[config.mk]
export PLATFORM = sky130hd
export DESIGN_NAME = operand_entry_ctrl
export DESIGN_NICKNAME = d
export VERILOG_FILES = /design/src/rtl/operand_entry_ctrl.sv
export SDC_FILE = /design/constraint.sdc
export NUM_CORES = 1
export LEC_CHECK = 0
export ABC_AREA = 1
export BUFFER_PORTS_ARGS = -buffer_cell sky130_fd_sc_hd__buf_4
export CORE_MARGIN = 8
export CORE_UTILIZATION = 50
export CTS_CLUSTER_SIZE = 8
export DETAILED_ROUTE_END_ITERATION = 16
export PLACE_DENSITY_LB_ADDON = 0.2
export SLEW_MARGIN = 20
export SYNTH_ARGS = -nofsm -noshare
export SYNTH_HDL_FRONTEND = slang
export SYNTH_SLANG_ARGS = --single-unit
[constraint.sdc]
create_clock -name clk -period 2.1 [get_ports clk]
set_input_delay 0.42 -clock clk [delete_from_list [all_inputs] [get_ports clk]]
set_output_delay 0.42 -clock clk [all_outputs]
set_load 0.02 [all_outputs]
[src/rtl/operand_entry_ctrl.sv]
// Push-button conditioning (sync, debounce, rising edge) and the A/B/answer entry
// sequencer that latches switch operands for the add/subtract display datapath.
module operand_entry_ctrl #(
    parameter int WIDTH           = 6,
    parameter int DEBOUNCE_CYCLES = 4
) (
    input  logic             clk,
    input  logic             reset,
    input  logic [WIDTH-1:0] A,
    input  logic [WIDTH-1:0] B,
    input  logic             Add_Sub,
    input  logic             button,
    output logic [WIDTH-1:0] op_a,
    output logic [WIDTH-1:0] op_b,
    output logic             op_sub,
    output logic             load_a,
    output logic             result_valid,
    output logic             A_LED,
    output logic             B_LED,
    output logic             answer_LED,
    output logic [1:0]       state
);

    localparam int CW = (DEBOUNCE_CYCLES > 1) ? $clog2(DEBOUNCE_CYCLES) : 1;
    localparam logic [CW-1:0] CNT_LAST = CW'(DEBOUNCE_CYCLES - 1);

    typedef enum logic [1:0] {
        ENTER_A = 2'b00,
        ENTER_B = 2'b01,
        SHOW    = 2'b10,
        ILLEGAL = 2'b11
    } state_e;

    logic          sync1_q, sync2_q;
    logic          db_q, db_d, db_prev_q;
    logic [CW-1:0] cnt_q, cnt_d;
    logic [1:0]    warm_q;
    logic          arm_q;
    logic          press;

    state_e state_q, state_d;

    logic [WIDTH-1:0] op_a_q, op_b_q;
    logic             op_sub_q, load_a_q, result_valid_q;

    always_ff @(posedge clk or posedge reset) begin
        if (reset) begin
            sync1_q   <= 1'b0;
            sync2_q   <= 1'b0;
            db_q      <= 1'b0;
            db_prev_q <= 1'b0;
            cnt_q     <= '0;
            warm_q    <= '0;
            arm_q     <= 1'b0;
        end else begin
            sync1_q   <= button;
            sync2_q   <= sync1_q;
            db_q      <= db_d;
            db_prev_q <= db_q;
            cnt_q     <= cnt_d;
            warm_q    <= {warm_q[0], 1'b1};
            // Arm only once a real (post-reset) low has reached sync2, so a
            // button held through reset cannot produce a press on its own.
            arm_q     <= arm_q | (warm_q[1] & ~sync2_q);
        end
    end

    always_comb begin
        db_d  = db_q;
        cnt_d = '0;
        if (sync2_q != db_q) begin
            if (cnt_q == CNT_LAST) begin
                db_d = sync2_q;
            end else begin
                cnt_d = cnt_q + CW'(1);
            end
        end
    end

    assign press = db_q & ~db_prev_q & arm_q;

    always_ff @(posedge clk or posedge reset) begin
        if (reset) begin
            state_q <= ENTER_A;
        end else begin
            state_q <= state_d;
        end
    end

    always_comb begin
        state_d = state_q;
        case (state_q)
            ENTER_A: if (press) state_d = ENTER_B;
            ENTER_B: if (press) state_d = SHOW;
            SHOW:    if (press) state_d = ENTER_A;
            default:            state_d = ENTER_A;
        endcase
    end

    always_comb begin
        A_LED      = (state_q == ENTER_A);
        B_LED      = (state_q == ENTER_B);
        answer_LED = (state_q == SHOW);
    end

    always_ff @(posedge clk or posedge reset) begin
        if (reset) begin
            op_a_q         <= '0;
            op_b_q         <= '0;
            op_sub_q       <= 1'b0;
            load_a_q       <= 1'b0;
            result_valid_q <= 1'b0;
        end else begin
            load_a_q       <= press && (state_q == ENTER_A);
            result_valid_q <= press && (state_q == ENTER_B);
            if (press && (state_q == ENTER_A)) begin
                op_a_q <= A;
            end
            if (press && (state_q == ENTER_B)) begin
                op_b_q   <= B;
                op_sub_q <= Add_Sub;
            end
        end
    end

    assign op_a         = op_a_q;
    assign op_b         = op_b_q;
    assign op_sub       = op_sub_q;
    assign load_a       = load_a_q;
    assign result_valid = result_valid_q;
    assign state        = state_q;

endmodule

==> results.cfg, run 1 <==
[clock_tree]
clkSinkCount = 26
postCtsSetupBuffers = 0
htreeDepth = 1
post_cts_resized = 0
clockBufferDepth = 2
tritoncts = yes
insertion_delay_ns = 0.31
cts_hold_buf = 0
clk_pin_slew_ns = 0.14
cts-root-buf = clkbuf_4
cts_made_buffers = 3

[routing]
dr.first_iter.drc_count = 11
wl_per_cell_um = 12.4
routed_via_density = 4.61
routed_wirelength_um = 1990
vias = 737
firstDrtPassIters = 4
ant_nets = 0
drc = 0

[setup_path]
critical_path_class = flip-flop to output port
cp.arrival_ns = 1.23
crit_end = A_LED
cp_max_fo = 8
worst-r2r-cell-count = 5
rrSetupSlack_ns = 0.69
rr_endpoint = op_a[1]$_DFFE_PP0P_
endpoint_kind = output port
crit_start = state[0]$_DFFE_PP0P_
required_ns = 1.68
cp-start-kind = flip-flop
reg2reg_from = db_q$_DFFE_PP0P_

[power_and_ir_drop]
power.switching_uw = 820
swShare_pct = 39.7
seqPwrFrac_pct = 38.7
power_frac_clock_pct = 16.2
power.density_nw_per_um2 = 1570
combPwrFrac_pct = 45.1
cellInternalPower_uw = 1250
peakVddDrop_mv = 0.840
power.static_leakage_uw = 0.000733

[global_routing]
globalRouteTotalUtil_pct = 12.0
overflow = 0
antenna_found_initial = 0
grt_pass1_vias = 727
grt_max_degree = 27
grt_pass1_wl_um = 3240

[timing]
rsz0062_at_grt = false
fin_skew_ns = 0.00788
timing.final.hold_violations = 0
final_max_slew_viol_count = 0
fin_crit_ns = 1.65
period_share_pct = 78.7
timing.setup.tns_ns = 0
setup_viol = 0
timing.fmax_mhz = 605

[final_layout]
final_area_um2 = 1320
num-fill-cells = 151
area_growth_pct = 35.6
nets = 151
antennaDiodeCount = 0
drive_above_1_share_pct = 34.6

[worst_hold_path]
hp-class = input pin to asynchronous set/reset pin

[placement]
numPortBuffers = 35
dp_hpwl_um = 1470
post_dp_cell_area_um2 = 1260
gp_congestion = 0.754

[logic_synthesis]
syn-cell-area_um2 = 971
synth_seq_cells = 26
synth.distinct_cells = 17
ys_seq_area_share_pct = 67.0
synthCells = 94
ys_warn_count = 0
syn_nets = 111
avgSynthCellArea_um2 = 10.3

[outcome]
outcome = finished clean

[floorplan]
die_y_um = 60.1
start_util_pct = 51.1
die_w_um = 60.1
io_pins = 36
dieArea_um2 = 3610
fp-row-count = 16
core_area_um2 = 1900

[flow_run]
maxCapViolCount = 0
==> critical path: stages, from the launching register on <==
cell and delay [ns]:
dfrtp_1 0.44, nor2_2 0.28, buf_4 0.20
==> per-stage QoR <==
| stage | hold slack, ns | total power [µW] | std cells | worst slack, ns | utilization (%) |
|---|---|---|---|---|---|
| final | 0.133 | 2070 | 160 | 0.446 | 69.2 |
| after global routing | 0.152 | 2220 | 160 | 0.392 | 69.2 |
| after floorplan | 0.331 | 1360 | 94 | 0.788 | - |
| after detailed placement | 0.335 | 1750 | 156 | 0.720 | 66.4 |
| after CTS | 0.140 | 2090 | 160 | 0.447 | 69.2 |
| after global placement | 0.333 | 1730 | 156 | 0.771 | 66.4 |
==> area by class of cell <==
| type | instances | area, µm² | area share [%] |
|---|---|---|---|
| Multi-Input combinational cell | 59 | 279 | 21.2 |
| Sequential cell | 26 | 651 | 49.4 |
| Timing Repair Buffer | 36 | 270 | 20.5 |
| Clock buffer | 3 | 22.5 | 1.71 |
| Inverter | 8 | 30.0 | 2.28 |
| Tap cell | 27 | 33.8 | 2.57 |
| Clock inverter | 1 | 30.0 | 2.28 |
==> worst min path at each step <==
stage	start	end	slack, ns	depth (start not counted)
finish	reset	result_valid$_DFF_PP0_	0.13	3
global route	reset	result_valid$_DFF_PP0_	0.15	3
detailed placement	warm_q[0]$_DFF_PP0_	warm_q[1]$_DFF_PP0_	0.33	0
CTS	reset	result_valid$_DFF_PP0_	0.14	3
floorplan	sync1_q$_DFF_PP0_	sync2_q$_DFF_PP0_	0.33	0
global placement	warm_q[0]$_DFF_PP0_	warm_q[1]$_DFF_PP0_	0.33	0
==> state kept, by name (all words and copies together), names as in the netlist, 2 cells and up <==
register	count
op_b	6
cnt_q	2
warm_q	2
op_a	6
state	2
==> routing by layer <==
metal	global-route usage [%]	wire, µm	part of all wire (%)
met1	15.0	844	42
met5	0	0	0
met4	6.12	12	0.60
met3	4.09	200	10
met2	17.7	928	47
==> cells by family after synthesis <==
family	share of synthesized area (%)
adder cells (fa/ha/maj)	1.29
XOR/XNOR	0.902
buffers and inverters	4.25
other	0.386
AND/OR/NAND/NOR	24.4
AO/OA/AOI/OAI	1.80
flip-flops	67.0
==> power by group through the flow <==
| stage | combinational, µW | sequential (µW) | clock [µW] |
|---|---|---|---|
| 6_report | 931 | 800 | 335 |
| 5_1_grt | 1030 | 826 | 363 |
| 4_1_cts | 947 | 803 | 339 |
| 3_5_place_dp | 940 | 812 | 0 |
| 3_3_place_gp | 922 | 803 | 0 |
| 2_1_floorplan | 378 | 986 | 0 |
==> layout by cell type (no fill, tap or decap), types with 2 or more instances in the layout <==
| cell | synthesis | final |
|---|---|---|
| nand2_2 | 2 | 2 |
| nand2_1 | 31 | 31 |
| buf_4 | 0 | 36 |
| nor2_1 | 3 | 3 |
| inv_1 | 7 | 7 |
| nand3_1 | 13 | 13 |
| o21ai_0 | 2 | 2 |
| dfrtp_1 | 26 | 26 |
| clkbuf_4 | 0 | 3 |
==> cells in the mapped netlist <==
cell type / n / area share [%]
conb_1: 1 / 0.39
xnor2_1: 1 / 0.90
or2_2: 1 / 0.64
nor2_4: 1 / 1.2
inv_2: 1 / 0.39
dfrtp_1: 26 / 67
nor2_2: 1 / 0.64
nand3_1: 13 / 6.7
nand2_1: 31 / 12
nand3b_1: 1 / 0.77
inv_1: 7 / 2.7
nor2_1: 3 / 1.2
o21ai_0: 2 / 1.0
nand2_2: 2 / 1.3
buf_6: 1 / 1.2
ha_1: 1 / 1.3
o21bai_1: 1 / 0.77
Note: power is estimated with default switching activity, not from simulation.
==> inputs of run 2 (changes only) <==
--- a/config.mk
+++ b/config.mk
@@ -8,7 +8,7 @@
 export ABC_AREA = 1
 export BUFFER_PORTS_ARGS = -buffer_cell sky130_fd_sc_hd__buf_4
 export CORE_MARGIN = 8
-export CORE_UTILIZATION = 50
+export CORE_UTILIZATION = 42
 export CTS_CLUSTER_SIZE = 8
 export DETAILED_ROUTE_END_ITERATION = 16
 export PLACE_DENSITY_LB_ADDON = 0.2
==> constraint.sdc (replaced) <==
create_clock -name clk -period 1.4 [get_ports clk]
set_input_delay 0.28 -clock clk [delete_from_list [all_inputs] [get_ports clk]]
set_output_delay 0.28 -clock clk [all_outputs]
set_load 0.02 [all_outputs]
==> results.cfg, run 2 (same netlist as run 1, synthesis figures left out) <==
[routing]
ant_nets = 0
firstDrtPassIters = 4
dr.first_iter.drc_count = 40
wl_per_cell_um = 13.4
routed_wirelength_um = 2230
vias = 785
drc = 0
routed_via_density = 4.70

[timing]
setup_viol = 1
fin_crit_ns = 1.40
timing.final.hold_violations = 0
period_share_pct = 100
final_max_slew_viol_count = 0
fin_skew_ns = 0.00253
rsz0062_at_grt = true
timing.fmax_mhz = 713
worst_slack_ns = -0.00228

[power_and_ir_drop]
power.density_nw_per_um2 = 2320
power.static_leakage_uw = 0.000759
peakVddDrop_mv = 1.37
power_uw = 3210

[clock_tree]
clockBufferDepth = 2
insertion_delay_ns = 0.32
cts-root-buf = clkbuf_4
tritoncts = yes
cts_made_buffers = 3
htreeDepth = 1
clkSinkCount = 26
clk_pin_slew_ns = 0.14

[floorplan]
fp-row-count = 17
start_util_pct = 44.3
die_w_um = 64.1
io_pins = 36
core_area_um2 = 2190
die_y_um = 64.1
dieArea_um2 = 4110

[placement]
gp_congestion = 0.757
pre_cts_slack_ns = 0.0901
dp_hpwl_um = 1660
numPortBuffers = 35

[worst_hold_path]
hp-class = input pin to flip-flop
holdPathStages = 1
min_to = sync1_q$_DFF_PP0_
hold_start = button

[setup_path]
cp-start-kind = flip-flop
rr_endpoint = op_a[2]$_DFFE_PP0P_
cp.arrival_ns = 1.12
reg2reg_from = db_q$_DFFE_PP0P_
cp_max_fo = 3
cp_top_family = flip-flops
cp_cell_sequence = inv_2 -> nand2_4 -> inv_4 -> buf_6
cp_num_buf_inv = 3
required_ns = 1.12
rrSetupSlack_ns = 0.15
crit_slowest_cell = dfrtp_2
worst-r2r-cell-count = 5
endpoint_kind = output port
cpPeakStageDelay_ns = 0.47
critical_path_class = flip-flop to output port

[global_routing]
globalRouteTotalUtil_pct = 11.8
overflow = 0
grt_pass1_wl_um = 3860
antenna_found_initial = 0
grt_pass1_vias = 844
grt_max_degree = 27

[outcome]
violations = setup timing
outcome = complete, but fails checks

[final_layout]
final_util_pct = 63.2
seq_area_um2 = 654
final_common_cell = buf_4
multi_input_area_um2 = 294
num-fill-cells = 175
nets = 157
drive_above_1_share_pct = 41.0
area_growth_pct = 42.7
antennaDiodeCount = 0
mostFrequentLayoutCells = buf_4 (37), nand2_1 (30), dfrtp_1 (23), nand3_1 (13), inv_1 (6)

[flow_run]
maxCapViolCount = 0
-- run 2: layer usage --
layer / part of all wire, % / GRT usage (%)
met1: 44 / 13.6
met3: 8.6 / 5.23
met5: 0 / 0
met2: 45 / 17.9
met4: 2.2 / 6.69
-- run 2: power by group --
part	internal (µW)	switching [µW]	total (µW)
Sequential	1040	201	1240
Combinational	691	903	1590
Clock	159	219	378
Total	1890	1320	3210
-- run 2: cell type report --
cell class / count / area share [%]
Sequential cell: 26 / 47.2
Timing Repair Buffer: 42 / 24.0
Multi-Input combinational cell: 59 / 21.2
Clock buffer: 4 / 2.62
Tap cell: 28 / 2.53
Inverter: 8 / 2.35
-- run 2: per-stage QoR --
step / setup TNS [ns] / instances / hold WS, ns / instance area [µm²]
floorplan: 0 / 94 / 0.311 / 971
global placement: 0 / 158 / 0.333 / 1270
detailed placement: 0 / 158 / 0.335 / 1270
CTS: 0 / 166 / 0.0497 / 1360
global route: -0.129 / 167 / 0.0331 / 1390
finish: -0.00228 / 167 / 0.0560 / 1390
-- run 2: worst max path at each step --
stage	slack, ns	from	endpoint	cells past startpoint
6_report	-0.002	state[1]$_DFFE_PP0P_	B_LED	4
5_1_grt	-0.07	state[1]$_DFFE_PP0P_	B_LED	4
4_1_cts	0.0003	state[1]$_DFFE_PP0P_	answer_LED	3
3_5_place_dp	0.09	db_q$_DFFE_PP0P_	op_a[2]$_DFFE_PP0P_	5
3_3_place_gp	0.20	db_q$_DFFE_PP0P_	op_a[2]$_DFFE_PP0P_	5
2_1_floorplan	0.09	state[0]$_DFFE_PP0P_	op_a[0]$_DFFE_PP0P_	4
-- run 2: timing repair --
item | 4_1_cts | 5_1_grt
hold endpoints to repair | 14 | 0
hold buffers | 1 | 0
pin swaps | 1 | 0
setup endpoints to repair | 3 | 5
gates resized for setup | 7 | 6
buffers inserted | 3 | 1
